==> config.mk <==
export PLATFORM = sky130hd
export DESIGN_NAME = f2i_pipe
export DESIGN_NICKNAME = d
export VERILOG_FILES = /design/src/rtl/f2i_pipe.sv
export SDC_FILE = /design/constraint.sdc
export NUM_CORES = 1
export LEC_CHECK = 0
export CORE_ASPECT_RATIO = 1.1
export CORE_UTILIZATION = 52
export DETAILED_ROUTE_END_ITERATION = 12
export PLACE_DENSITY = 0.79
export SLEW_MARGIN = 10
export SYNTH_ARGS = -nofsm -noshare
export SYNTH_HDL_FRONTEND = slang
export SYNTH_SLANG_ARGS = --single-unit
==> constraint.sdc <==
create_clock -name clk -period 3.05 [get_ports clk]
set_input_delay 0.4575 -clock clk [delete_from_list [all_inputs] [get_ports clk]]
set_output_delay 0.4575 -clock clk [all_outputs]
set_load 0.05 [all_outputs]
==> src/rtl/f2i_pipe.sv <==
// f2i_pipe: two-stage elastic pipeline converting an IEEE-754 single-precision
// float into a 32-bit two's-complement integer, truncating toward zero.
// Stage 1 classifies the input and registers sign, mantissa and shift amount.
// Stage 2 performs the shift/negate and holds the result until it is accepted.
module f2i_pipe (
  input  logic        clk,
  input  logic        rst,
  input  logic        in_valid,
  output logic        in_ready,
  input  logic [31:0] a,
  output logic        out_valid,
  input  logic        out_ready,
  output logic [31:0] d,
  output logic        p_lost,
  output logic        invalid
);

  // Result classes decided in stage 1 so stage 2 only has to shift and negate.
  typedef enum logic [1:0] {
    CLS_SMALL,  // |a| < 1, zero or subnormal: result 0, p_lost precomputed
    CLS_NUM,    // 127 <= e <= 157: regular conversion through the shifter
    CLS_MIN,    // exactly -2^31: representable, no flags
    CLS_INV     // NaN, infinity or out of range: saturate and flag
  } cls_t;

  // Stage 1 registers
  logic        s1_valid_q, s1_valid_d;
  cls_t        s1_cls_q, s1_cls_d;
  logic        s1_sign_q, s1_sign_d;
  logic [23:0] s1_mant_q, s1_mant_d;
  logic [4:0]  s1_shamt_q, s1_shamt_d;
  logic        s1_plost_q, s1_plost_d;

  // Stage 2 (output) registers
  logic        s2_valid_q, s2_valid_d;
  logic [31:0] d_q, d_d;
  logic        p_lost_q, p_lost_d;
  logic        invalid_q, invalid_d;

  // Handshake and datapath intermediates
  logic        s2_load;
  logic        s1_advance;
  logic        in_fire;
  logic [7:0]  exp_f;
  logic [22:0] frac_f;
  cls_t        dec_cls;
  logic        dec_plost;
  logic [4:0]  dec_shamt;
  logic [54:0] wide;
  logic [31:0] mag;
  logic        frac_lost;
  logic [31:0] res_d;
  logic        res_plost;
  logic        res_inv;

  // Elastic handshake; outputs are forced quiet while reset is held.
  always_comb begin
    s2_load    = !s2_valid_q || out_ready;
    s1_advance = s1_valid_q && s2_load;
    in_ready   = !rst && (!s1_valid_q || s2_load);
    in_fire    = in_valid && in_ready;
    out_valid  = s2_valid_q && !rst;
    d          = rst ? 32'd0 : d_q;
    p_lost     = !rst && p_lost_q;
    invalid    = !rst && invalid_q;
  end

  // Stage 1 decode; the shift amount e-127 equals (e[4:0]+1) mod 32 for 127..157.
  always_comb begin
    exp_f     = a[30:23];
    frac_f    = a[22:0];
    dec_cls   = CLS_SMALL;
    dec_plost = 1'b0;
    dec_shamt = 5'd0;
    if (exp_f == 8'd255) begin
      dec_cls = CLS_INV;
    end else if (exp_f == 8'd0) begin
      dec_plost = |frac_f;
    end else if (exp_f < 8'd127) begin
      dec_plost = 1'b1;
    end else if (exp_f <= 8'd157) begin
      dec_cls   = CLS_NUM;
      dec_shamt = exp_f[4:0] + 5'd1;
    end else if (exp_f == 8'd158 && a[31] && frac_f == 23'd0) begin
      dec_cls = CLS_MIN;
    end else begin
      dec_cls = CLS_INV;
    end
  end

  // Stage 2 datapath: 55-bit fixed point with 23 fraction bits keeps every mantissa bit.
  always_comb begin
    wide      = {31'd0, s1_mant_q} << s1_shamt_q;
    mag       = wide[54:23];
    frac_lost = |wide[22:0];
    res_d     = 32'd0;
    res_plost = 1'b0;
    res_inv   = 1'b0;
    case (s1_cls_q)
      CLS_SMALL: res_plost = s1_plost_q;
      CLS_NUM: begin
        res_d     = s1_sign_q ? (~mag + 32'd1) : mag;
        res_plost = frac_lost;
      end
      CLS_MIN: res_d = 32'h8000_0000;
      default: begin
        res_d   = 32'h8000_0000;
        res_inv = 1'b1;
      end
    endcase
  end

  // Next-state for both stages: a stage loads when empty or draining this cycle.
  always_comb begin
    s1_valid_d = s1_valid_q;
    s1_cls_d   = s1_cls_q;
    s1_sign_d  = s1_sign_q;
    s1_mant_d  = s1_mant_q;
    s1_shamt_d = s1_shamt_q;
    s1_plost_d = s1_plost_q;
    s2_valid_d = s2_valid_q;
    d_d        = d_q;
    p_lost_d   = p_lost_q;
    invalid_d  = invalid_q;
    if (in_fire) begin
      s1_valid_d = 1'b1;
      s1_cls_d   = dec_cls;
      s1_sign_d  = a[31];
      s1_mant_d  = {1'b1, frac_f};
      s1_shamt_d = dec_shamt;
      s1_plost_d = dec_plost;
    end else if (s1_advance) begin
      s1_valid_d = 1'b0;
    end
    if (s2_load) begin
      s2_valid_d = s1_valid_q;
    end
    if (s1_advance) begin
      d_d      = res_d;
      p_lost_d = res_plost;
      invalid_d = res_inv;
    end
  end

  // State registers with synchronous reset that flushes all in-flight data.
  always_ff @(posedge clk) begin
    if (rst) begin
      s1_valid_q <= 1'b0;
      s1_cls_q   <= CLS_SMALL;
      s1_sign_q  <= 1'b0;
      s1_mant_q  <= 24'd0;
      s1_shamt_q <= 5'd0;
      s1_plost_q <= 1'b0;
      s2_valid_q <= 1'b0;
      d_q        <= 32'd0;
      p_lost_q   <= 1'b0;
      invalid_q  <= 1'b0;
    end else begin
      s1_valid_q <= s1_valid_d;
      s1_cls_q   <= s1_cls_d;
      s1_sign_q  <= s1_sign_d;
      s1_mant_q  <= s1_mant_d;
      s1_shamt_q <= s1_shamt_d;
      s1_plost_q <= s1_plost_d;
      s2_valid_q <= s2_valid_d;
      d_q        <= d_d;
      p_lost_q   <= p_lost_d;
      invalid_q  <= invalid_d;
    end
  end

endmodule

Word level (Yosys, flattened, before mapping):

Cells that the tools add are included.
Widths: inputs -> output; s select.

* register bits: 69
* input port bits: 36
* output and inout bits: 36
* logic and storage cells: 59

* add/subtract/negate cells: 2
* $lt $le $gt $ge: 2
* eq/ne operators: 4
* shifts and indexed selects: 1
* muxes and demuxes: 19
* bitwise gates (word level): 1
* reductions and logical operators: 20

Operator list (number)
* $mux 32: 2
* $pmux 32 s2: 1
* $shl 24x5->55: 1
* $reduce_or 23->1: 2
* $add 32x1->32 const B: 1
* $not 32->32: 1
* $logic_not 23->1: 1
* $mux 5: 4
* $eq 8x8->1 const B: 2
* $le 8x8->1 const B: 1
* $logic_and 1x1->1: 8
* $logic_not 8->1: 1
* $lt 8x7->1 const B: 1
* $mux 2: 4
* $mux 1: 7
* $add 5x1->5 const B: 1
* $logic_not 1->1: 3
* $reduce_or 3->1: 1
* $eq 2x1->1 const B: 1
* $eq 2x2->1 const B: 1
* $logic_not 2->1: 1
* $logic_or 1x1->1: 2
* $pmux 1 s2: 1
* $reduce_bool 2->1: 1

Depth between registers and ports, before layout:

Gate-level depths: netlist (run 1).

* depth in word-level cells: 8
* depth in mapped cells: 13
* mapped depth without buffers: 10

Worst setup path before layout (run 1):

No wires, ideal clock.

* path type: flip-flop to flip-flop
* start: register s1_shamt_q[1]
* end: register d_q[29]
* library setup time: 0.122 ns
* arrival: 2.954 ns
* data required time: 2.928 ns
* slack: -0.026 ns
* cell stages (with the launch flop): 12
* buffers on the path: 2
* clock period less this slack: 3.076 ns
* cell sequence: dfxtp_1 > buf_6 > buf_6 > mux4_2 > mux2_2 > a22oi_1 > o21ai_2 > nor4_4 > nand4_2 > nor3_1 > nor4_1 > a311o_1

* longest elaborated chain between the ends: 5

Ends and longest elaborated chain
* start, declared: line 31 `logic [4:0] s1_shamt_q, s1_shamt_d;`
* start signal, assigned: line 163 `s1_shamt_q <= s1_shamt_d;`
* $shl 24x5->55 *: line 93 `wide = {31'd0, s1_mant_q} << s1_shamt_q;`
* $not 32->32: line 102 `res_d = s1_sign_q ? (~mag + 32'd1) : mag;`
* $add 32x1->32: line 102
* $mux 32 *: line 102
* $pmux 32 s2 *: line 99 `case (s1_cls_q)`
* end signal, assigned: line 155 `d_q <= 32'd0;`
* end signal, assigned: line 166 `d_q <= d_d;`
* end, declared: line 36 `logic [31:0] d_q, d_d;`

Mark *: on every way between the ends. The rest lies on a longest branch, timed or not.
A chain may end at the register's enable or synchronous reset.

Final worst setup path (run 1):

Same ends and word-level chain as after synthesis.

==> results of run 1 <==
[layout make-up]
type	count	share of cell area [%]
clock buffers	9	2.639
clock inverters	5	0.3372
inverters	14	0.6598
multi-input cells	556	53.55
well taps	147	2.155
flip-flops and latches	69	16.29
repair buffers	238	24.37
[path summary, 6_finish.rpt]
check                      from  endpoint
hold / removal         p_lost_q  p_lost_q
hold reg to reg        p_lost_q  p_lost_q
setup reg to reg  s1_shamt_q[1]   d_q[29]
setup / recovery  s1_shamt_q[1]   d_q[29]
[stage by stage]
| step | utilization [%] | total power, uW |
|---|---|---|
| after CTS | 75.02 | 2725 |
| after detailed placement | 69.31 | 1734 |
| after global placement | 69.31 | 1714 |
| after global routing | 78.21 | 2915 |
| final | 78.21 | 2825 |
| after floorplan | - | 1397 |
[repair_timing]
action	in CTS	in global routing
hold endpoints to repair	0	0
pin swaps	15	42
buffers inserted	14	14
resized for setup	53	55
setup endpoints to repair	29	28
hold buffers	0	0
gates cloned	0	1
[kinds of logic after synthesis]
group / count (synthesis)
and+or+nand+nor: 277
DFF: 69
adders and majority gates: 6
buffers and inverters: 71
muxes: 73
xor gates and xnor gates: 32
AOI/OAI and AO/OA: 168
[worst max-delay path: stages, from the launching register on]
cell and delay, ns:
dfxtp_4 0.41, buf_12 0.14, mux4_2 0.53, mux4_2 0.51
a21oi_4 0.20, nand4_4 0.12, nor4_4 0.15, buf_4 0.19
nand4_4 0.17, nor3_4 0.25, nor4_2 0.06, a311o_1 0.33
[synthesized netlist by cell type (4+ instances only)]
library cell	number	area share [%]
nand2_1	92	5.9
dfxtp_1	69	24
nor2b_1	41	4.4
nor2_1	40	2.6
clkbuf_1	39	2.5
a22o_1	27	4.0
mux2i_1	26	4.5
nand3b_1	26	3.3
a21oi_1	24	2.1
mux4_2	24	9.3
o21ai_0	20	1.7
nand3_1	17	1.5
xnor2_1	17	2.5
xor2_1	15	2.2
mux2_2	14	2.7
inv_1	12	0.77
nor3_1	12	1.0
o2bb2ai_1	10	1.5
o31ai_1	10	1.3
a22oi_1	9	1.2
and2_1	9	0.96
buf_2	9	0.77
nor4_1	9	0.96
o21ai_1	8	0.69
a211oi_1	7	0.90
mux2_1	7	1.3
nand2b_1	7	0.75
ha_1	6	1.3
a21o_1	5	0.64
a31oi_1	4	0.43
buf_1	4	0.26
nand4_1	4	0.43
o32ai_1	4	0.60
[where the power goes]
| group | leakage, uW | total, uW | switching, uW | internal (uW) |
|---|---|---|---|---|
| clock network | 0.000127 | 936 | 400 | 536 |
| registers | 0.000565 | 981 | 44.3 | 936 |
| logic | 0.00259 | 908 | 461 | 447 |
| total | 0.00328 | 2830 | 906 | 1920 |
[flip-flops by register name, summed over array words and instances (netlist names)]
name and flops:
d_q 32, s1_valid_q 1, p_lost_q 1, s1_cls_q 2
invalid_q 1, s1_shamt_q 5, s2_valid_q 1, s1_plost_q 1
s1_sign_q 1, s1_mant_q 24
[metal layers]
metal	GRT usage [%]	wire, um
met2	61.56	10700
met5	0	0
met4	19.72	1127
met3	7.536	1515
met1	43.22	8321
==> impl_results.md, run 1 <==
* Max_slew headroom at 50.69%
* CTS root buf: clkbuf_16
* # rows at 40
* Yosys reg bits at between 60 and 70
* Vias in the first global route at roughly 6,300
* Fin crit share at 104.2%
* Initial antenna violation count at 0
* Slew Viols, Final at 0
* EDFF count, synth at 0
* Global route overflow at 0
* Post-DR vias/cell at 6.312
* Final hold viol count at 0
* Fillers at between 700 and 800
* CTS H-tree lvls at 3
* Routed len/inst at between 20 and 25 um
* Dpl ws at -0.3707 ns
* Fmax at ~0.31 GHz
* Synth Area in XOR/XNOR at under 10%
* Required time worst endpoint at between 3 and 4 ns
* Commonest non-fill, non-tap cells in the layout: buf_4, nand2_1, clkdlybuf4s50_1
* Final Skew at between 0.003 and 0.004 ns
* Post-Synth Simple-Gate Area at approximately a quarter
* Setup slack after layout at -0.1290 ns
* Dominant synthesized flop cell: dfxtp_1
* RSZ-0062 raised after global routing: true
* Largest family of logic cells by synthesized area: simple AND/OR/NAND/NOR gates
* Clk_lat worst skew at 0.34 ns
* Status: finished, violations left
* Register-to-register setup slack at -0.13 ns
* Ant. Diodes at 0
* Ys async rst share at 0%
* P_leak at 0.003281 uW
* Placed instance count at between 900 and 1,000
* Area of the multi-input gates at around 4600 um2
* DRT antenna net count at 0
* Global Route Usage Sum at between 30 and 40%
* Synth Cell Area at 5841 um2
* Setup crit end kind: flop
* Port Buffers at 71
* Compound-Gate Fraction of Synth Area at between 20% and 30%
* Yosys warning count at 0
* Total CTS buffers at 9
* Mux contribution to synthesized area at 18.27%
* DIE AREA at between 10,000 and 15,000 um2
* DRC at 0
* Critical path class: reg2reg
* Commonest non-fill, non-tap cell in the layout: buf_4
* Worst-path clk slew at approximately 0.06 ns
* Gpl congestion at 0.9851
* Peak supply drop at approximately 0.00039 V
* Failing checks: negative setup slack
* P per Cell Area at ~330 nW/um2
* Setup TNS at -1.558 ns
* Die H at between 100 and 150 um
* Layout area overhead at 46.10%
* DR pass1 iterations at 7
* First-pass GRT wire length at ~32,000 um
* Nets at 930
* Num ports at about 70
* Yosys cell types at 78
* Sequential-to-total area share from yosys stat at between 20% and 30%
* Worst reg-to-reg path cell count at 11
* Hold Path Cell Cnt at 2
* Post-route cell area at approximately 8500 um2
* Chip width at a little over 100 um
* CP Data Arrival Time at approximately 3.4 ns
* Setup Viol. Count Final at 22
* Worst-Margin Slew at approximately 0.74 ns
* CTS sink cnt at between 60 and 70
* Via count at around 6,600
* CTS tree: yes
* Initial DRC Count at between 400 and 500
* Clk buf depth at 2
* Layout cells sized above 1 at ~34%
* Starting Density at 53.53%
* Post-DP HPWL at 15,460 um
* Total area of sequential cells at between 1000 and 1500 um2
* Core area at approximately 11,000 um2
* Syn Area/Cell at 8.392 um2
* Crit path time final at ~3.2 ns
* Post-route insts no fill at between 1,000 and 1,500
* Post-Synth Adder-Cell Area at under 10%
* Syn Nets at 738
* Cell count after synthesis at 696
* Hold Path Class: reg2reg
* Largest net degree at the start of global routing at 41
* CP Max Fanout at 6
* Final WL at around 22,000 um
* Placed Area at between 7000 and 8000 um2
* Max Cap Viol at 0
* CP Launch Type: flop
* Hold WS at 0.4512 ns
(Power assumes the default switching activity.)
==> run 2: changes to the inputs <==
--- a/config.mk
+++ b/config.mk
@@ -7,6 +7,7 @@
 export LEC_CHECK = 0
 export CORE_ASPECT_RATIO = 1.1
 export CORE_UTILIZATION = 52
+export CTS_CLUSTER_SIZE = 25
 export DETAILED_ROUTE_END_ITERATION = 12
 export PLACE_DENSITY = 0.79
 export SLEW_MARGIN = 10
==> results of run 2 <==
Same layout as run 1: the final DEF is identical, and so are final timing and power.
